--- src/rtl/branch_predictor.sv ---
`timescale 1ns/1ps
// Branch target buffer with saturating direction counters.
// Same-cycle lookup for IF, resolve/update from EX, perf counters.
module branch_predictor #(
  parameter int PC_W    = 16,
  parameter int ENTRIES = 16,
  parameter int CTR_W   = 2,
  parameter int PERF_W  = 16
) (
  input  logic              clk,
  input  logic              rst_n,
  input  logic [PC_W-1:0]   if_pc,
  output logic [PC_W-1:0]   next_pc,
  output logic              pred_taken,
  output logic              pred_hit,
  input  logic              ex_valid,
  input  logic              ex_is_branch,
  input  logic [PC_W-1:0]   ex_pc,
  input  logic              ex_taken,
  input  logic [PC_W-1:0]   ex_target,
  input  logic              ex_pred_taken,
  input  logic [PC_W-1:0]   ex_pred_target,
  output logic              mispredict,
  output logic [PC_W-1:0]   redirect_pc,
  input  logic              flush_tbl,
  input  logic              stall,
  output logic [PERF_W-1:0] branch_cnt,
  output logic [PERF_W-1:0] mispred_cnt
);

  localparam int IDX_W = $clog2(ENTRIES);
  localparam int TAG_W = PC_W - IDX_W - 1;

  localparam logic [CTR_W-1:0] CTR_WT =
    CTR_W'(1 << (CTR_W - 1));
  localparam logic [CTR_W-1:0] CTR_WN =
    CTR_W'((1 << (CTR_W - 1)) - 1);
  localparam logic [PC_W-1:0] PC_INC = PC_W'(2);

  logic             valid_q [ENTRIES];
  logic             valid_d [ENTRIES];
  logic [TAG_W-1:0] tag_q   [ENTRIES];
  logic [TAG_W-1:0] tag_d   [ENTRIES];
  logic [PC_W-1:0]  tgt_q   [ENTRIES];
  logic [PC_W-1:0]  tgt_d   [ENTRIES];
  logic [CTR_W-1:0] ctr_q   [ENTRIES];
  logic [CTR_W-1:0] ctr_d   [ENTRIES];

  logic [PERF_W-1:0] branch_cnt_q;
  logic [PERF_W-1:0] branch_cnt_d;
  logic [PERF_W-1:0] mispred_cnt_q;
  logic [PERF_W-1:0] mispred_cnt_d;

  logic [IDX_W-1:0] rd_idx;
  logic [TAG_W-1:0] rd_tag;
  logic [IDX_W-1:0] wr_idx;
  logic [TAG_W-1:0] wr_tag;
  logic             wr_hit;
  logic             upd;

  assign rd_idx = if_pc[IDX_W:1];
  assign rd_tag = if_pc[PC_W-1:IDX_W+1];
  assign wr_idx = ex_pc[IDX_W:1];
  assign wr_tag = ex_pc[PC_W-1:IDX_W+1];

  // A branch held in reset never resolves, so gate with rst_n.
  assign upd = rst_n & ex_valid & ex_is_branch & ~stall;

  assign wr_hit = valid_q[wr_idx] && (tag_q[wr_idx] == wr_tag);

  // Combinational lookup for the fetch PC
  always_comb begin
    pred_hit   = rst_n && valid_q[rd_idx] &&
                 (tag_q[rd_idx] == rd_tag);
    pred_taken = pred_hit && ctr_q[rd_idx][CTR_W-1];
    next_pc    = pred_taken ? tgt_q[rd_idx] : if_pc + PC_INC;
  end

  // Resolve check against what IF guessed
  always_comb begin
    mispredict  = upd &&
                  ((ex_taken != ex_pred_taken) ||
                   (ex_taken && (ex_target != ex_pred_target)));
    redirect_pc = ex_taken ? ex_target : ex_pc + PC_INC;
  end

  // Table next state: flush wins over a same-cycle update
  always_comb begin
    valid_d = valid_q;
    tag_d   = tag_q;
    tgt_d   = tgt_q;
    ctr_d   = ctr_q;
    if (flush_tbl) begin
      for (int i = 0; i < ENTRIES; i++) begin
        valid_d[i] = 1'b0;
        ctr_d[i]   = CTR_WN;
      end
    end else if (upd) begin
      if (wr_hit) begin
        if (ex_taken) begin
          tgt_d[wr_idx] = ex_target;
          if (ctr_q[wr_idx] != {CTR_W{1'b1}})
            ctr_d[wr_idx] = ctr_q[wr_idx] + CTR_W'(1);
        end else if (ctr_q[wr_idx] != '0) begin
          ctr_d[wr_idx] = ctr_q[wr_idx] - CTR_W'(1);
        end
      end else if (ex_taken) begin
        valid_d[wr_idx] = 1'b1;
        tag_d[wr_idx]   = wr_tag;
        tgt_d[wr_idx]   = ex_target;
        ctr_d[wr_idx]   = CTR_WT;
      end
    end
  end

  // Saturating perf counters
  always_comb begin
    branch_cnt_d  = branch_cnt_q;
    mispred_cnt_d = mispred_cnt_q;
    if (upd && (branch_cnt_q != {PERF_W{1'b1}}))
      branch_cnt_d = branch_cnt_q + PERF_W'(1);
    if (mispredict && (mispred_cnt_q != {PERF_W{1'b1}}))
      mispred_cnt_d = mispred_cnt_q + PERF_W'(1);
  end

  // Table state registers
  always_ff @(posedge clk or negedge rst_n) begin
    if (!rst_n) begin
      for (int i = 0; i < ENTRIES; i++) begin
        valid_q[i] <= 1'b0;
        tag_q[i]   <= '0;
        tgt_q[i]   <= '0;
        ctr_q[i]   <= CTR_WN;
      end
    end else begin
      valid_q <= valid_d;
      tag_q   <= tag_d;
      tgt_q   <= tgt_d;
      ctr_q   <= ctr_d;
    end
  end

  // Perf counter registers
  always_ff @(posedge clk or negedge rst_n) begin
    if (!rst_n) begin
      branch_cnt_q  <= '0;
      mispred_cnt_q <= '0;
    end else begin
      branch_cnt_q  <= branch_cnt_d;
      mispred_cnt_q <= mispred_cnt_d;
    end
  end

  assign branch_cnt  = branch_cnt_q;
  assign mispred_cnt = mispred_cnt_q;

endmodule
--- config.mk ---
export PLATFORM = sky130hd
export DESIGN_NAME = branch_predictor
export DESIGN_NICKNAME = d
export VERILOG_FILES = /design/src/rtl/branch_predictor.sv
export SDC_FILE = /design/constraint.sdc
export NUM_CORES = 1
export LEC_CHECK = 0
export ABC_AREA = 1
export CAP_MARGIN = 20
export CORE_ASPECT_RATIO = 1.4
export CORE_UTILIZATION = 48
export DETAILED_ROUTE_END_ITERATION = 8
export PLACE_DENSITY = 0.66
export REMOVE_ABC_BUFFERS = 1
export SETUP_SLACK_MARGIN = 0.2
export SYNTH_ARGS = -nofsm -noshare
export SYNTH_HDL_FRONTEND = slang
export SYNTH_SLANG_ARGS = --single-unit
--- constraint.sdc ---
create_clock -name clk -period 4.45 [get_ports clk]
set_input_delay 0.445 -clock clk [delete_from_list [all_inputs] [get_ports clk]]
set_output_delay 0.445 -clock clk [all_outputs]
set_load 0.1 [all_outputs]
==> impl_metrics.toml <==
[drt]
detail_route.iter0.violations = 2721
first_pass_iters = 6
drc = 0
ant_nets = 0
wire_per_inst_um = 20.53
wirelength_um = 96920
via_per_inst = 5.705
dr_total_vias = 26930

[power]
p_leak_nw = 15.63
ir_drop_mv = 0.3805
p_per_area_nw_per_um2 = 357.2

[clock_tree]
cts_tree = "yes"
cts_buffers = 53
insertion_delay_ns = 0.63
clockRootBuffer = "clkbuf_16"
htreeDepth = 2
clkSlewWorstSetupHoldPaths_ns = 0.06
cts_setup_buffers = 0
cts_sinks = 512
cts_buffer_depth = 3

[global_route]
grt_max_degree = 172
grt_pass1_wl_um = 149300
grt_pass1_vias = 25430
antenna_found_initial = 3
gr-total-overflow = 0
grtUsageTotal_pct = 31.83

[floorplanning]
die_h_um = 291.4
num_rows = 105
die_area_um2 = 60830
initial_core_util_pct = 48.79
fp.dieW_um = 208.7
core_area_um2 = 58860
boundaryPins = 139

[critical_path]
endpoint_kind = "output pin"
cp.required_ns = 4.01
crit_fanout = 31
path_cells = "buf_2, inv_1, nand3_1, nand3_1, nand2_1, nand2_1, nand2_1, nor3_1, nand2_1, nor2_1, nand3_1, buf_4, o21ai_0, buf_12"
r2r-end = "tag_q[94]"
crit_buf_inv = 4
r2r_start = "tag_q[97]"
cp_slowest_cell = "inv_1"
critPathTopFamily = "buffers and inverters"
cp-start-kind = "input port"
cp.arrival_ns = 3.65
critical_path_class = "in -> out"
r2r_cells = 15
cpPeakStageDelay_ns = 0.80
worst_path_most_repeated_cell = "nand2_1"
r2r_slack_ns = 1.31

[synth]
yosys_warnings = 0
seq_area_frac_synth_pct = 44.68
synth-seq-cells = 512
syn_inst = 3892
yosysUniqueCellTypes = 44
syn_area_um2 = 28720
postSynthAreaPerCell_um2 = 7.379

[timing]
rsz0062_at_grt = "no"
worst_slew_pin_slew_ns = 1.029
fmax_ghz = 0.2444
setup_viol = 0
period_minus_slack_ns = 4.092
maxSlewViolCount = 0
hold_slack_ns = 0.3314
maxSlewHeadroom_pct = 31.20
finClkSkew_ns = 0.02191
fin_crit_sh_pct = 91.96
hold_viol = 0

[job]
cap_viol_max_count = 0

[place]
port_buffers = 138
dp.cells = 4622
gp_congestion = 0.9380
dp_hpwl_um = 64210

[run_status]
outcome = "completed"

[finish]
drive_above_1_share_pct = 9.166
area_delta_synth_final_pct = 14.73
fin_nets = 4010
fillers = 5574
final_cells = 4721

[hold_path]
hold_class = "in -> async"
what timing repair did:
action | CTS | global route
gates resized for setup | 0 | 3
setup endpoints to repair | 0 | 3
hold buffers | 1 | 0
endpoints found under the hold margin | 43 | 0
cell usage after synthesis, drive strengths merged:
cell	instances	area [um^2]
a21boi	16	120.1
a21oi	304	1521
a22o	1	8.760
a311o	3	30.03
a311oi	13	113.9
a31oi	2	12.51
a32o	1	10.01
and2	1	6.260
and3	2	12.51
buf	129	699.4
clkbuf	159	596.8
clkinv	8	30.03
dfrtp	496	12410
dfstp	16	420.4
ha	9	112.6
inv	409	1535
mux2	72	810.8
nand2	967	3662
nand3	231	1156
nand3b	1	7.510
nand4	50	312.8
nor2	217	837.1
nor3	12	60.06
nor4	5	31.28
o2111ai	1	8.760
o211ai	21	157.7
o21a	25	187.7
o21ai	654	3277
o22ai	5	31.28
o31ai	1	7.510
or2	2	12.51
xnor2	21	183.9
xor2	38	332.8
placed cells by master, fill, tap and decap left out, types with 38 or more instances in the layout:
cell type,instances
nand2_1,956
o21ai_0,530
dfrtp_1,496
inv_1,400
a21oi_1,304
nand3_1,231
nor2_1,195
buf_4,133
o21ai_1,123
clkdlybuf4s50_1,97
clkbuf_16,53
nand4_1,50
mux2_2,48
xor2_1,38
flip-flops by register name (all words and copies together) (netlist names):
register / cells
ctr_q: 32
tgt_q: 256
mispred_cnt: 16
valid_q: 16
branch_cnt: 16
tag_q: 176
layer usage:
layer	wire, um	global-route usage [%]
met1	39070	40.94
met2	45870	52.48
met3	7350	4.671
met4	4592	15.37
met5	28	0
stage by stage:
step	TNS, ns	area [um^2]	power, mW	utilization, %	setup slack, ns
CTS	0	32940	11.81	55.97	0.3230
global route	0	32950	12.19	55.98	0.2479
finish	0	32950	11.77	55.98	0.3579
detailed placement	0	31160	7.179	52.94	0.3272
global placement	0	31160	7.158	52.94	0.3189
floorplan	-23.91	27420	6.269	-	-1.725
worst reg2reg max path, delay by kind of cell, from the launching register on:
family / cells / cell delay (ns)
DFF: 1 / 0.40
AOI/OAI and AO/OA: 3 / 0.46
and+or+nand+nor: 12 / 2.21
cells by family (layout without fill, tap and decap cells):
family | after synthesis | in the layout | share of synthesized area [%]
other cells | 0 | 1 | 0
xor+xnor | 59 | 59 | 1.799
compound gates | 1047 | 1047 | 19.10
mux | 72 | 72 | 2.823
simple gates | 1488 | 1488 | 21.23
buf+inv | 705 | 784 | 9.964
fa+ha+maj | 9 | 9 | 0.3921
flops | 512 | 512 | 44.68
worst max-delay path by stage:
| stage | from | to | depth (start not counted) |
|---|---|---|---|
| 2_1_floorplan | if_pc[1] | next_pc[0] | 13 |
| 3_3_place_gp | if_pc[3] | next_pc[6] | 9 |
| 3_5_place_dp | if_pc[3] | next_pc[6] | 9 |
| 4_1_cts | if_pc[3] | next_pc[6] | 9 |
| 5_1_grt | if_pc[1] | next_pc[15] | 16 |
| 6_report | if_pc[3] | next_pc[15] | 14 |
area by class of cell:
class	instances	area, um^2	area share [%]
diodes	1	2.502	0.007595
clock buffers	77	1516	4.602
clock inverters	20	257.7	0.7823
inverters	417	1577	4.785
multi-input cells	2675	13110	39.78
flip-flops and latches	512	12830	38.95
well taps	749	937.1	2.844
repair buffers	270	2719	8.252
power breakdown:
part           internal [mW]  switching (mW)  leakage [nW]  total, mW
Sequential              4.89           0.148          6.40       5.04
Clock                   2.66            1.99         0.875       4.65
Combinational          0.610            1.47          8.36       2.08
Total                   8.16            3.61          15.6       11.8
No activity file was read; power rests on OpenSTA's default activity.
